File: config.mk
export PLATFORM = sky130hd
export DESIGN_NAME = seq_divider
export DESIGN_NICKNAME = d
export VERILOG_FILES = /design/src/rtl/divider_pkg.sv /design/src/rtl/div_step.sv /design/src/rtl/seq_divider.sv
export SDC_FILE = /design/constraint.sdc
export NUM_CORES = 1
export LEC_CHECK = 0
export BUFFER_PORTS_ARGS = -buffer_cell sky130_fd_sc_hd__buf_2
export CAP_MARGIN = 10
export CORE_MARGIN = 2
export CORE_UTILIZATION = 58
export DETAILED_ROUTE_END_ITERATION = 8
export PLACE_DENSITY = 0.8
export RECOVER_POWER = 25
export SLEW_MARGIN = 20
export SYNTH_ARGS = -nofsm -noshare
export SYNTH_HDL_FRONTEND = slang
export SYNTH_HIERARCHICAL = 1
export SYNTH_SLANG_ARGS = --single-unit
export TNS_END_PERCENT = 1
File: constraint.sdc
create_clock -name clk -period 4.2 [get_ports clk]
set_input_delay 0.42 -clock clk [delete_from_list [all_inputs] [get_ports clk]]
set_output_delay 0.42 -clock clk [all_outputs]
set_load 0.02 [all_outputs]
File: src/rtl/divider_pkg.sv
// Shared definitions for the iterative restoring divider.
// Contents: default operand width, FSM state encoding, divide-by-zero quotient constant.
package divider_pkg;

  localparam int unsigned DefaultWidth = 32;

  typedef enum logic [1:0] {
    StIdle = 2'd0,
    StRun  = 2'd1,
    StDone = 2'd2
  } state_e;

  // Quotient reported when the divisor is zero.
  localparam logic [DefaultWidth-1:0] DbzQuot = '1;

endpackage

File: src/rtl/div_step.sv
// Single combinational restoring-division step.
// Ports:
//   rem_i     - current partial remainder
//   quot_i    - current quotient shift register (dividend bits still shifting out the top)
//   divisor_i - divisor
//   rem_o     - partial remainder after this step
//   quot_o    - quotient shift register after this step (new quotient bit in the LSB)
module div_step
  import divider_pkg::*;
#(
  parameter int unsigned WIDTH = DefaultWidth
) (
  input  logic [WIDTH-1:0] rem_i,
  input  logic [WIDTH-1:0] quot_i,
  input  logic [WIDTH-1:0] divisor_i,
  output logic [WIDTH-1:0] rem_o,
  output logic [WIDTH-1:0] quot_o
);

  logic [WIDTH:0] shifted;
  logic [WIDTH:0] trial;

  // Remainder shifted left with the next dividend bit brought in; one extra bit so the
  // top of the remainder is never lost.
  assign shifted = {rem_i, quot_i[WIDTH-1]};
  // The top bit of the trial is set only when the subtraction went negative.
  assign trial   = shifted - {1'b0, divisor_i};

  assign rem_o  = trial[WIDTH] ? shifted[WIDTH-1:0] : trial[WIDTH-1:0];
  assign quot_o = {quot_i[WIDTH-2:0], ~trial[WIDTH]};

endmodule

File: src/rtl/seq_divider.sv
// Iterative unsigned divider producing one quotient bit per cycle (restoring division).
// Ports:
//   clk         - rising-edge clock
//   rst         - synchronous active-high reset
//   start       - divide request, accepted only in the idle or done state
//   div_in1     - dividend, sampled with an accepted start
//   div_in2     - divisor, sampled with an accepted start
//   busy        - high while a divide is iterating
//   done        - one-cycle pulse when new results are presented
//   div_quot    - quotient, held until the next result
//   div_rem     - remainder, held until the next result
//   div_by_zero - set with done when the divisor was zero
module seq_divider
  import divider_pkg::*;
#(
  parameter int unsigned WIDTH = DefaultWidth
) (
  input  logic             clk,
  input  logic             rst,
  input  logic             start,
  input  logic [WIDTH-1:0] div_in1,
  input  logic [WIDTH-1:0] div_in2,
  output logic             busy,
  output logic             done,
  output logic [WIDTH-1:0] div_quot,
  output logic [WIDTH-1:0] div_rem,
  output logic             div_by_zero
);

  localparam int unsigned CntW = $clog2(WIDTH);
  // Sign-extending the package constant yields all ones at any width.
  localparam logic [WIDTH-1:0] AllOnes = WIDTH'(signed'(DbzQuot));

  state_e state_q, state_d;

  logic [WIDTH-1:0] rem_q, rem_d;
  logic [WIDTH-1:0] quot_q, quot_d;
  logic [WIDTH-1:0] dvsr_q, dvsr_d;
  logic [CntW-1:0]  cnt_q, cnt_d;
  logic [WIDTH-1:0] quot_out_q, quot_out_d;
  logic [WIDTH-1:0] rem_out_q, rem_out_d;
  logic             dbz_q, dbz_d;

  logic [WIDTH-1:0] step_rem;
  logic [WIDTH-1:0] step_quot;
  logic             accept;

  assign accept = start && ((state_q == StIdle) || (state_q == StDone));

  div_step #(
    .WIDTH(WIDTH)
  ) u_step (
    .rem_i    (rem_q),
    .quot_i   (quot_q),
    .divisor_i(dvsr_q),
    .rem_o    (step_rem),
    .quot_o   (step_quot)
  );

  // State register.
  always_ff @(posedge clk) begin
    if (rst) begin
      state_q <= StIdle;
    end else begin
      state_q <= state_d;
    end
  end

  // Next-state logic.
  always_comb begin
    state_d = state_q;
    unique case (state_q)
      StIdle, StDone: begin
        if (start) begin
          state_d = (div_in2 != '0) ? StRun : StDone;
        end else begin
          state_d = StIdle;
        end
      end
      StRun: begin
        if (cnt_q == '0) begin
          state_d = StDone;
        end
      end
      default: state_d = StIdle;
    endcase
  end

  // FSM outputs.
  always_comb begin
    busy = (state_q == StRun);
    done = (state_q == StDone);
  end

  // Datapath next-state.
  always_comb begin
    rem_d      = rem_q;
    quot_d     = quot_q;
    dvsr_d     = dvsr_q;
    cnt_d      = cnt_q;
    quot_out_d = quot_out_q;
    rem_out_d  = rem_out_q;
    dbz_d      = dbz_q;
    if (accept) begin
      quot_d = div_in1;
      dvsr_d = div_in2;
      rem_d  = '0;
      cnt_d  = CntW'(WIDTH - 1);
      dbz_d  = 1'b0;
      if (div_in2 == '0) begin
        // Zero divisor skips the iteration and publishes its result right away.
        quot_out_d = AllOnes;
        rem_out_d  = div_in1;
        dbz_d      = 1'b1;
      end
    end else if (state_q == StRun) begin
      rem_d  = step_rem;
      quot_d = step_quot;
      cnt_d  = cnt_q - CntW'(1);
      // Results are published only on the final step so RUN values never leak out.
      if (cnt_q == '0) begin
        quot_out_d = step_quot;
        rem_out_d  = step_rem;
      end
    end
  end

  always_ff @(posedge clk) begin
    if (rst) begin
      rem_q      <= '0;
      quot_q     <= '0;
      dvsr_q     <= '0;
      cnt_q      <= '0;
      quot_out_q <= '0;
      rem_out_q  <= '0;
      dbz_q      <= 1'b0;
    end else begin
      rem_q      <= rem_d;
      quot_q     <= quot_d;
      dvsr_q     <= dvsr_d;
      cnt_q      <= cnt_d;
      quot_out_q <= quot_out_d;
      rem_out_q  <= rem_out_d;
      dbz_q      <= dbz_d;
    end
  end

  assign div_quot    = quot_out_q;
  assign div_rem     = rem_out_q;
  assign div_by_zero = dbz_q;

endmodule

# Word-level counts from Yosys, hierarchy flattened
# Index checks and enable logic that the tools add are counted.
# word_totals
regBits,168
in_bits,67
out_inout_bits,67
word_cells,44
# op_classes
n_addsub,2
eq_ne,4
mux,18
n_bitwise,1
reduce_logical,11
# ops
operator,n
$mux W32,11
$sub A33 B32 Y33,1
$logic_not A32 Y1,1
$reduce_bool A32 Y1,1
$mux W5,2
$mux W2,3
$logic_not A5 Y1,1
$sub A5 B1 Y5 const B,1
$ne A2 B1 Y1 const B,2
$pmux W2 S2,1
$reduce_bool A2 Y1,2
$reduce_or A2 Y1,2
$reduce_and A3 Y1,1
$eq A2 B1 Y1 const B,1
$eq A2 B2 Y1 const B,1
$logic_not A2 Y1,1
$logic_and A1 B1 Y1,1
$logic_or A1 B1 Y1,1
$mux W1,1
$not A1 Y1,1

# Longest topological paths before layout
# Gate-level depths: netlist of run 1.
# depth
ltp_word,5
ltp_mapped,18
ltp_nobuf,16

# By module
# The synthesis of run 1 kept the hierarchy.
# modules_own_cells
mod,n_inst,cells_each,area_per_inst_um2,seq_area_each_um2
seq_divider,1,843,7011.7,3363.2
div_step,1,336,2591.2,0.0

# Least setup slack after synthesis of run 1
# OpenSTA, ideal clock, no wires.
# synth_path
path_kind,register -> register
from,register quot_q[31]
to,register rem_out_q[10] (netlist: div_rem[10])
setup_time_ns,0.138
t_arrival_ns,3.472
t_required_ns,4.062
setup_slack_ns,0.591
path_stages_with_launch,19
path_buffers,2
synth_period_minus_slack_ns,3.609
path_cell_list,dfxtp_1 inv_1 ha_1 fa_1 and2b_1 o2111ai_2 a21oi_2 o2111ai_1 a211oi_2 nor2_4 mux2i_4 and2_4 buf_12 inv_8 buf_12 mux2_4 and3_1 a31oi_1 o221ai_1
# synth_via
elab_chain_len,5
# synth_rtl
item,line_no,source
"start, declared",seq_divider.sv:37,"logic [WIDTH-1:0] quot_q, quot_d;"
"start signal, assigned",seq_divider.sv:139,quot_q <= quot_d;
$sub A33 B32 Y33,div_step.sv:27,"assign trial = shifted - {1'b0, divisor_i};"
$mux W32,div_step.sv:29,assign rem_o = trial[WIDTH] ? shifted[WIDTH-1:0] : trial[WIDTH-1:0];
net step_rem[10],seq_divider.sv:44,logic [WIDTH-1:0] step_rem;
$mux W32,seq_divider.sv:121,if (cnt_q == '0) begin
$mux W32,seq_divider.sv:116,end else if (state_q == StRun) begin
$mux W32,seq_divider.sv:104,if (accept) begin
"end signal, assigned",seq_divider.sv:143,rem_out_q <= rem_out_d;
"end, declared",seq_divider.sv:41,"logic [WIDTH-1:0] rem_out_q, rem_out_d;"
# The timed path passes the listed nets, and every way through them passes these cells. The select of a mux whose other input is x is not followed.
# A chain may end at the register's enable or synchronous reset.

# Final worst setup path of run 1
# layout_path
from,register quot_q[31]
to,register rem_out_q[28] (netlist: div_rem[28])
# The elaborated chain is that of the path after synthesis.

==> key figures, run 1 <==
Synthesis
  – Area leader, netlist: dfxtp_1
  – Most common cell in the netlist: nand2_1
  – Post-synth EDFFs: 0
  – Syn avg cell area: 8.15 um2
  – Synth top area cells: dfxtp_1, nand2_1, a21oi_1
  – Post-synth top area share: 35.0%
  – Syn Nets: 1280
  – Post-synth top cells: nand2_1, dfxtp_1, a21oi_1
  – Sequential area share after synthesis: 35.0%
  – Synth Flop Type: dfxtp_1
  – Cells after Synth: 1179
  – Yosys cell types: 72
  – Mapped Area: 9600 um2
  – Seq cells post-synth: 168
  – Synthesis warning total: 6
  – Async S/R FF share, synth: 0%

Hold path
  – WHS Endpoint: dvsr_q[8]
  – Hold_sp: div_in2[8]
  – HP Class: primary input to flop
  – Hold Path Depth: 3

Global routing
  – Largest net degree at the start of global routing: 67
  – Vias in the first global route: 7816
  – Initial antenna violation count: 0
  – Global route overflow: 0
  – All-Layer GR Usage: 28.0%
  – First-pass GRT wire length: 40200 um

Clocking
  – Root Driver: clkbuf_16
  – Clock Pin Slew Worst Setup and Hold Paths: 70 ps
  – Clock latency on the worst-skew pair: 430 ps
  – H-Tree Depth: 4
  – CTS tree: built
  – Longest Clk Path Bufs: 2
  – # hold bufs at CTS: 0
  – Total CTS buffers: 17
  – TritonCTS sink count: 168

Final layout
  – Fin nets: roughly 1300
  – Share of layout cells above drive strength 1: 16.4%
  – Fin area: 10500 um2
  – Area Growth Syn to Fin: 9.30%
  – Final core occ: 64.0%
  – Multi-input combinational cell area: 5410 um2
  – # diodes: 0
  – Fillers: ~1400
  – Register area: 3360 um2

Setup path
  – Max incr delay on CP: 410 ps
  – Crit-path cells: inv_1 -> ha_1 -> fa_1 -> and2b_1 -> o2111ai_2 -> a21oi_2 -> o2111ai_1 -> a211oi_2 -> nor2_4 -> mux2i_4 -> and2_4 -> clkinv_8 -> mux2_4 -> and3_1 -> a31oi_1 -> o221ai_1
  – Worst-path fanout max: 25
  – Crit. End Element: flop
  – CP required: 4480 ps
  – Crit start category: flop
  – R2R setup slack: around 320 ps
  – Crit path kind: flop to flop
  – R2R Path End: div_rem[28]
  – Reg2Reg Depth: 16
  – Worst reg2reg startpoint: quot_q[31]
  – Arrival @ worst endpoint: 4160 ps
  – Crit path max-delay cell type: fa_1

Placement
  – IO buf count: 133
  – Placed cell areas: 9990 um2
  – Dpl hpwl: roughly 17000 um
  – Gpl congestion: 0.915

Floorplanning
  – Total core area: approximately 16000 um2
  – Die Ht: around 130 um
  – Io pins: 134
  – Die W: roughly 130 um
  – # rows: 47
  – Die ar.: 17600 um2
  – Starting density of the core: 58.5%

Route
  – DRC Markers: 0
  – DRT Pass-1 Iters: 5
  – Total number of vias: about 8900
  – Vias per cell: 6.08
  – DR iter-0 viols: 673
  – Met2 Routed Length: 11200 um
  – DR WL met3: 2030 um
  – Met1 wire length: between 10000 and 15000 um
  – Routed Antenna Nets: 0
  – Highest metal used: met4
  – WL/cell: 17.4 um
  – Wirelength, routed: about 25000 um

Power
  – PD cells: 448 nW/um2
  – Comb pwr share: 30.0%
  – Flop pwr share: 37.8%
  – Switching Share: approximately a third
  – P_int: 0.00312 W
  – Clock network power share: 32.2%
  – Pleak: 4.15 nW
  – Worst-case vdd ir drop: 0.381 mV
  – Sw Pwr: 0.00159 W

Run status
  – Status: finished clean

Timing
  – Crit share post-route: 92.5%
  – Slew Limit Headroom: between 30% and 40%
  – Fmax: 258 MHz
  – Tightest Pin Transition: 915 ps
  – Final setup vio count: 0
  – Minimum clock period: 3880 ps
  – Post-route setup TNS: 0 ps
  – Fin. max-slew vios: 0
  – RSZ-0062 raised after global routing: no
  – Final hold vios: 0
  – Final Skew: 7.86 ps

Flow run
  – Max cap viols: 0
area by class of cell:
class / instances / area share, %
Sequential cell: 168 / 32.0
Inverter: 38 / 1.48
Multi-Input combinational cell: 847 / 51.5
Timing Repair Buffer: 151 / 6.96
Tap cell: 220 / 2.62
Clock inverter: 11 / 1.11
Clock buffer: 20 / 4.26
flip-flops by register name, summed over array words and instances (netlist names):
signal       flops
div_quot        32
div_by_zero      1
cnt_q            5
state_q          2
dvsr_q          32
div_rem         32
quot_q          32
rem_q           32
layout by cell type, fill, tap and decap left out, types with 6 or more instances in the layout:
master     Yosys  routed
o21a_1         7       7
a21o_1        17      17
a211oi_2      29      29
buf_2          7      74
ha_1          33      33
dfxtp_1      168     168
mux2_4        19      19
nor3_1         7       7
clkbuf_1      68      60
a31oi_1       39      39
a22oi_1       32      32
inv_1         36      36
o21ai_0       18      18
xor2_1        14      14
o211ai_1      33      33
o221ai_1      32      32
a21oi_1      126     125
a211oi_1       7       7
nand3_1       16      16
and3_1        37      37
nor4_1         6       6
nor2_1        77      75
nand2_1      213     212
buf_4         34      19
xnor2_1       14      14
clkbuf_16      0      17
nand4_1        6       6
per-stage QoR:
stage,cells,setup slack [ps],hold slack [ps],total power (W)
floorplan,1179,591,436,0.00295
global placement,1422,389,443,0.00318
detailed placement,1422,297,448,0.00319
CTS,1453,253,231,0.00469
global route,1455,88.8,237,0.00490
finish,1455,317,236,0.00471
power groups by stage:
stage                     clock (W)  sequential, W  combinational [W]
final                       0.00151        0.00178            0.00141
after global routing        0.00159        0.00179            0.00152
after CTS                   0.00152        0.00178            0.00139
after detailed placement          0        0.00181            0.00138
after global placement            0        0.00181            0.00137
after floorplan                   0        0.00183            0.00112
per-layer routing:
layer / vias up / GRT usage [%]
met5: - / 0
met4: 0 / 8.66
met3: 43 / 4.29
met2: 383 / 43.2
met1: 4150 / 40.3
li1: 4274 / -
worst max-delay path, delay by kind of cell (launching register included):
kind                       cells  cell delay, ps
buffers and inverters          2             240
and+or+nand+nor                4             770
AOI/OAI and AO/OA              6            1200
adders and majority gates      2             620
DFF                            1             360
muxes                          2             550
cell families (layout without fill, tap and decap cells):
group | after synthesis | in the layout | share of synthesized area, %
and+or+nand+nor | 395 | 395 | 18.6
AOI/OAI and AO/OA | 365 | 365 | 26.6
DFF | 168 | 168 | 35.0
buffers and inverters | 164 | 220 | 8.95
adders and majority gates | 34 | 34 | 4.51
xor gates and xnor gates | 28 | 28 | 2.55
muxes | 25 | 25 | 3.78
how the worst max path moves through the flow:
stage          depth (start not counted)  slack, ps           to  startpoint
5_1_grt                               16         90   div_rem[7]  quot_q[31]
3_3_place_gp                          16        390   div_rem[5]  quot_q[31]
2_1_floorplan                         18        590  div_rem[10]  quot_q[31]
3_5_place_dp                          16        300  div_rem[28]  quot_q[31]
6_report                              16        320  div_rem[28]  quot_q[31]
4_1_cts                               16        250  div_rem[28]  quot_q[31]
what timing repair did:
action | in CTS | in global routing
buffers inserted | 0 | 2
setup endpoints to repair | 0 | 3
resized for setup | 0 | 1
No activity file was read; power rests on OpenSTA's default activity.
==> inputs of run 2 (changes only) <==
CORE_ASPECT_RATIO = 1.5   (was default)
CORE_UTILIZATION = 60   (was 58)
CTS_BUF_LIST = sky130_fd_sc_hd__clkbuf_2   (was default)
PLACE_DENSITY = 0.83   (was 0.8)
REMOVE_ABC_BUFFERS = 1   (was default)
==> run 2 against run 1 <==
Effect of this change:
- critical path depth is the same
- core utilization rose by 4.9 points
- combinational power is essentially flat
- non-clock buffer count up 60
- register-to-register slack barely moved
- maximum frequency down 0.12%
- flip-flop and latch count unchanged
- clock-buffer cell count down 3
- sequential share of layout area decreased by 0.77 points
- hold slack worse by 35 ps
- setup slack got worse by 4.7 ps
- via count up 3.0%
- critical path type unchanged
==> key figures, run 2 (same netlist as run 1, synthesis figures left out) <==
Run status
  – Status: finished clean

Route
  – Vias per cell: 6.08
  – Wirelength, routed: roughly 26000 um
  – DRT Pass-1 Iters: 5
  – DR iter-0 viols: 607
  – DRC Markers: 0
  – Total number of vias: 9116
  – Routed Antenna Nets: 0
  – WL/cell: 17.2 um

Power
  – Worst-case vdd ir drop: approximately 0.19 mV
  – PD cells: 381 nW/um2
  – Pleak: roughly 4.3 nW

Setup path
  – Crit path kind: flop to flop
  – Cell count along the critical path: 16
  – CP required: about 4800 ps
  – Crit path max-delay cell type: dfxtp_1
  – Critical path launch point: quot_q[31]
  – Crit. End Element: flop
  – Reg2Reg Depth: 16
  – R2R Path End: div_rem[14]
  – Crit start category: flop
  – Crit-path cells: inv_1 -> ha_1 -> fa_1 -> and2b_1 -> o2111ai_2 -> a21oi_2 -> o2111ai_1 -> a211oi_2 -> nor2_4 -> mux2i_4 -> and2_4 -> inv_8 -> mux2_4 -> and3_1 -> a31oi_1 -> o221ai_1
  – Arrival @ worst endpoint: 4480 ps
  – Worst-path fanout max: 25
  – R2R setup slack: 310 ps
  – Worst reg2reg startpoint: quot_q[31]
  – CP delay by family, top: compound AO/OA/AOI/OAI gates
  – Bufs and invs on worst path: 2
  – Worst setup endpoint: div_rem[14]
  – Max incr delay on CP: about 400 ps

Global routing
  – Initial antenna violation count: 1
  – Global route overflow: 0
  – All-Layer GR Usage: 29.1%
  – Largest net degree at the start of global routing: 73
  – First-pass GRT wire length: 40500 um
  – Vias in the first global route: 8264

Final layout
  – Commonest non-fill, non-tap cell in the layout: nand2_1
  – Commonest non-fill, non-tap cells in the layout: nand2_1, dfxtp_1, a21oi_1
  – Fin area: 10800 um2
  – Share of layout cells above drive strength 1: 15.7%
  – Fin cells: 1500
  – Fillers: 1340
  – Fin nets: 1384
  – Area Growth Syn to Fin: 12.0%

Timing
  – Final setup vio count: 0
  – Final hold vios: 0
  – Fmax: 257 MHz
  – Minimum clock period: 3890 ps
  – Fin. max-slew vios: 0
  – RSZ-0062 raised after global routing: no
  – Crit share post-route: 92.6%
  – Slew Limit Headroom: 40.1%
  – Final Skew: 82.4 ps
  – Post-route setup TNS: 0 ps
  – Tightest Pin Transition: 898 ps
  – Hold_ws: 201 ps

Floorplanning
  – # rows: 56
  – Io pins: 134
  – Starting density of the core: about three fifths
  – Die Ht: 159 um
  – Die W: between 100 and 150 um
  – Total core area: 15600 um2
  – Die ar.: roughly 17000 um2

Clocking
  – Clock Pin Slew Worst Setup and Hold Paths: about 330 ps
  – TritonCTS sink count: 168
  – Total CTS buffers: 17
  – Longest Clk Path Bufs: 2
  – Clock latency on the worst-skew pair: between 700 and 800 ps
  – Root Driver: clkbuf_2
  – H-Tree Depth: 4
  – CTS tree: built

Placement
  – IO buf count: 133
  – Placed instance count: ~1400
  – Gpl congestion: 0.926
  – Placed cell areas: around 9900 um2
  – Dpl hpwl: around 17000 um

Hold path
  – HP Class: primary input to flop

Flow run
  – Max cap viols: 0
==> run 2: cell types whose count changed in the layout (fill, tap and decap cells not counted), sizes merged <==
cell	previous run	this run
diode	0	1
clkinvlp	3	1
inv	41	46
dlygate4sd3	0	64
bufinv	1	0
clkinv	4	6
buf	93	91
clkbuf	78	73
==> run 2: timing repair <==
| item | CTS | global route |
|---|---|---|
| setup buffers | 0 | 0 |
| resized for setup | 0 | 0 |
| hold buffers | 64 | 0 |
| hold endpoints to repair | 95 | 0 |
==> run 2: how the worst min path moves through the flow <==
stage,cells after the start,end,from,slack (ps)
floorplan,2,dvsr_q[10],dvsr_q[10],430
global placement,2,dvsr_q[8],dvsr_q[8],440
detailed placement,2,dvsr_q[12],dvsr_q[12],450
CTS,2,quot_q[6],rst,170
global route,2,quot_q[5],rst,170
finish,2,quot_q[6],rst,200
==> run 2: layout make-up <==
cell class	instances	area [um2]	area share (%)
multi-input combinational	847	5400	50.2
inverter	38	150	1.40
sequential	168	3360	31.3
antenna	1	2.50	0.0233
timing repair buffer	211	1340	12.5
tap	203	254	2.36
clock inverter	15	153	1.42
clock buffer	17	85.1	0.791
==> run 2: routing by layer <==
| metal | vias up | wire, um | global-route usage (%) |
|---|---|---|---|
| met4 | 0 | 801 | 11.7 |
| met1 | 4272 | 10900 | 36.6 |
| li1 | 4393 | - | - |
| met2 | 387 | 12600 | 49.5 |
| met3 | 64 | 1470 | 4.09 |
| met5 | - | 0 | 0 |
==> run 2: through the flow <==
| stage | util, % | power [W] | setup WS [ps] |
|---|---|---|---|
| 2_1_floorplan | - | 0.00280 | 26.1 |
| 3_5_place_dp | 63.6 | 0.00318 | 337 |
| 4_1_cts | 69.3 | 0.00408 | 336 |
| 5_1_grt | 68.8 | 0.00428 | 22.0 |
| 6_report | 68.8 | 0.00409 | 312 |
| 3_3_place_gp | 63.6 | 0.00316 | 423 |
==> run 2: power breakdown <==
group / switching (W) / leakage [nW] / internal (W)
Sequential: 0.0000803 / 1.37 / 0.00170
Clock: 0.000677 / 0.142 / 0.000194
Combinational: 0.000827 / 2.77 / 0.000612
==> run 2: worst reg2reg max path, cell delays in order (launching register included) <==
cell and delay, ps:
dfxtp_1 400, inv_1 60, ha_1 220, fa_1 400, and2b_1 250, o2111ai_2 140
a21oi_2 230, o2111ai_1 190, a211oi_2 320, nor2_4 100, mux2i_4 320, and2_4 300
inv_8 120, mux2_4 340, and3_1 140, a31oi_1 130, o221ai_1 150
==> inputs of run 3 (changes only) <==
PLACE_DENSITY = default   (was 0.83)
PLACE_DENSITY_LB_ADDON = 0.15   (was default)
==> run 3 against run 2 <==
Effect of this change:
- design area up 0.42%
- largest cell class unchanged
- critical path depth unchanged
- register-to-register slack about the same
- largest power group unchanged
- critical path type unchanged
- first-iteration DRC count down 8.1%
- core utilization up 0.29 points
- the flow now finishes with violations (max-capacitance violations, max-slew violations)
- sequential power about the same
==> key figures, run 3 (same netlist as run 1, synthesis figures left out) <==
Global routing
  – Vias in the first global route: 8464
  – Global route overflow: 0
  – Initial antenna violation count: 1
  – All-Layer GR Usage: ~30%
  – First-pass GRT wire length: 41400 um
  – Largest net degree at the start of global routing: 58

Timing
  – Fin. max-slew vios: 70
  – Final setup vio count: 0
  – Slew Limit Headroom: -20.0%
  – Post-route setup TNS: 0 ps
  – RSZ-0062 raised after global routing: no
  – Final hold vios: 0
  – Fmax: 257 MHz
  – Crit share post-route: 92.6%
  – Tightest Pin Transition: 1800 ps
  – Hold_ws: 162 ps
  – Final Skew: 73.3 ps
  – Minimum clock period: ~3900 ps

Setup path
  – Worst-path fanout max: 25
  – Crit-path cells: inv_1 -> ha_1 -> fa_1 -> and2b_1 -> o2111ai_2 -> a21oi_2 -> o2111ai_1 -> a211oi_2 -> nor2_4 -> mux2i_4 -> and2_4 -> inv_8 -> mux2_4 -> and3_1 -> a31oi_1 -> o221ai_1
  – R2R setup slack: 310 ps
  – R2R Path End: div_rem[18]
  – Worst reg2reg startpoint: quot_q[31]
  – Crit start category: flop
  – CP delay by family, top: compound AO/OA/AOI/OAI gates
  – Arrival @ worst endpoint: 4500 ps
  – Bufs and invs on worst path: 2
  – CP required: 4810 ps
  – Crit path max-delay cell type: fa_1
  – Crit path kind: flop to flop
  – Reg2Reg Depth: 16
  – Max incr delay on CP: 400 ps
  – Crit. End Element: flop

Clocking
  – Clock Pin Slew Worst Setup and Hold Paths: 260 ps
  – Clock latency on the worst-skew pair: 760 ps
  – TritonCTS sink count: between 150 and 200
  – Total CTS buffers: 17
  – Setup Fix Bufs, Post-CTS: 0
  – CTS tree: built
  – H-Tree Depth: 4
  – PostCTS Resize Cnt: 0
  – Longest Clk Path Bufs: 2
  – Root Driver: clkbuf_2

Power
  – Worst-case vdd ir drop: 0.284 mV
  – Overall Power: about 0.0041 W
  – Switching Share: between 30% and 40%
  – Sw Pwr: 0.00157 W
  – Clock network power share: 21.9%
  – PD cells: 383 nW/um2
  – P_int: roughly 0.0026 W
  – Flop pwr share: 43.1%
  – Pleak: 4.30 nW
  – Comb pwr share: 34.9%

Placement
  – Dpl hpwl: 17800 um
  – IO buf count: 133
  – Placed instance count: 1407
  – Gpl congestion: just over 0.9

Final layout
  – Area Growth Syn to Fin: 12.5%
  – Final core occ: 69.1%
  – Multi-input combinational cell area: 5400 um2
  – Commonest non-fill, non-tap cells in the layout: nand2_1, dfxtp_1, a21oi_1
  – Commonest non-fill, non-tap cell in the layout: nand2_1
  – Fin nets: between 1000 and 1500
  – Fin cells: roughly 1500
  – Share of layout cells above drive strength 1: between 10% and 20%
  – Fillers: 1358
  – Register area: 3360 um2

Hold path
  – Hold Path Depth: 2
  – WHS Endpoint: dvsr_q[28]
  – HP Class: primary input to flop
  – Hold_sp: rst

Floorplanning
  – # rows: 56
  – Starting density of the core: roughly three fifths
  – Total core area: between 15000 and 20000 um2
  – Io pins: 134
  – Die W: about 110 um
  – Die ar.: roughly 17000 um2
  – Die Ht: 159 um

Route
  – DRT Pass-1 Iters: 5
  – DRC Markers: 0
  – DR iter-0 viols: 558
  – Routed Antenna Nets: 0
  – Wirelength, routed: 26000 um
  – WL/cell: 17.3 um
  – Vias per cell: approximately 6.0
  – Total number of vias: about 9100

Flow run
  – Max cap viols: 2

Run status
  – Violated checks: max-capacitance violations, max-slew violations
  – Status: finished, violations left
run 3: area by class of cell:
cell class	count	area share, %
repair buffers	215	12.7
clock inverters	14	1.51
well taps	203	2.35
flip-flops and latches	168	31.1
inverters	38	1.39
multi-input cells	847	50.0
diodes	1	0.0232
clock buffers	18	0.834
run 3: routing by layer:
layer	track usage, %	up-vias	wire length [um]
met5	0	-	0
met4	9.33	0	562
met3	3.89	44	1330
met2	51.7	324	13000
met1	38.2	4279	11100
li1	-	4413	-
run 3: worst max-delay path by stage:
stage	start	endpoint	slack [ps]	cells past startpoint
finish	quot_q[31]	div_rem[18]	310	16
detailed placement	quot_q[31]	div_rem[7]	280	16
global route	quot_q[31]	div_rem[21]	10	16
floorplan	start	cnt_q[1]	30	3
global placement	quot_q[31]	div_rem[4]	350	16
CTS	quot_q[31]	div_rem[7]	310	16
run 3: per-stage QoR:
stage | cell area [um2] | worst slack, ps
final | 10800 | 311
after global routing | 10800 | 13.9
after CTS | 10900 | 308
after detailed placement | 9980 | 281
after global placement | 9970 | 352
after floorplan | 8890 | 26.1
run 3: worst reg2reg max path: stages, from the launching register on:
cell and delay (ps):
dfxtp_1 390, inv_1 50, ha_1 220, fa_1 400
and2b_1 240, o2111ai_2 130, a21oi_2 210, o2111ai_1 220
a211oi_2 340, nor2_4 100, mux2i_4 320, and2_4 310
inv_8 120, mux2_4 330, and3_1 140, a31oi_1 150
o221ai_1 150
run 3: power groups by stage:
stage	Combinational, W	Sequential, W	Clock [W]
after floorplan	0.000969	0.00183	0
after CTS	0.00143	0.00178	0.000918
after detailed placement	0.00139	0.00181	0
final	0.00144	0.00178	0.000906
after global routing	0.00156	0.00179	0.000973
after global placement	0.00138	0.00181	0
run 3: what timing repair did:
item / in CTS / in global routing
hold buffers: 64 / 0
endpoints found under the hold margin: 95 / 0
endpoints found under the setup margin: 0 / 0
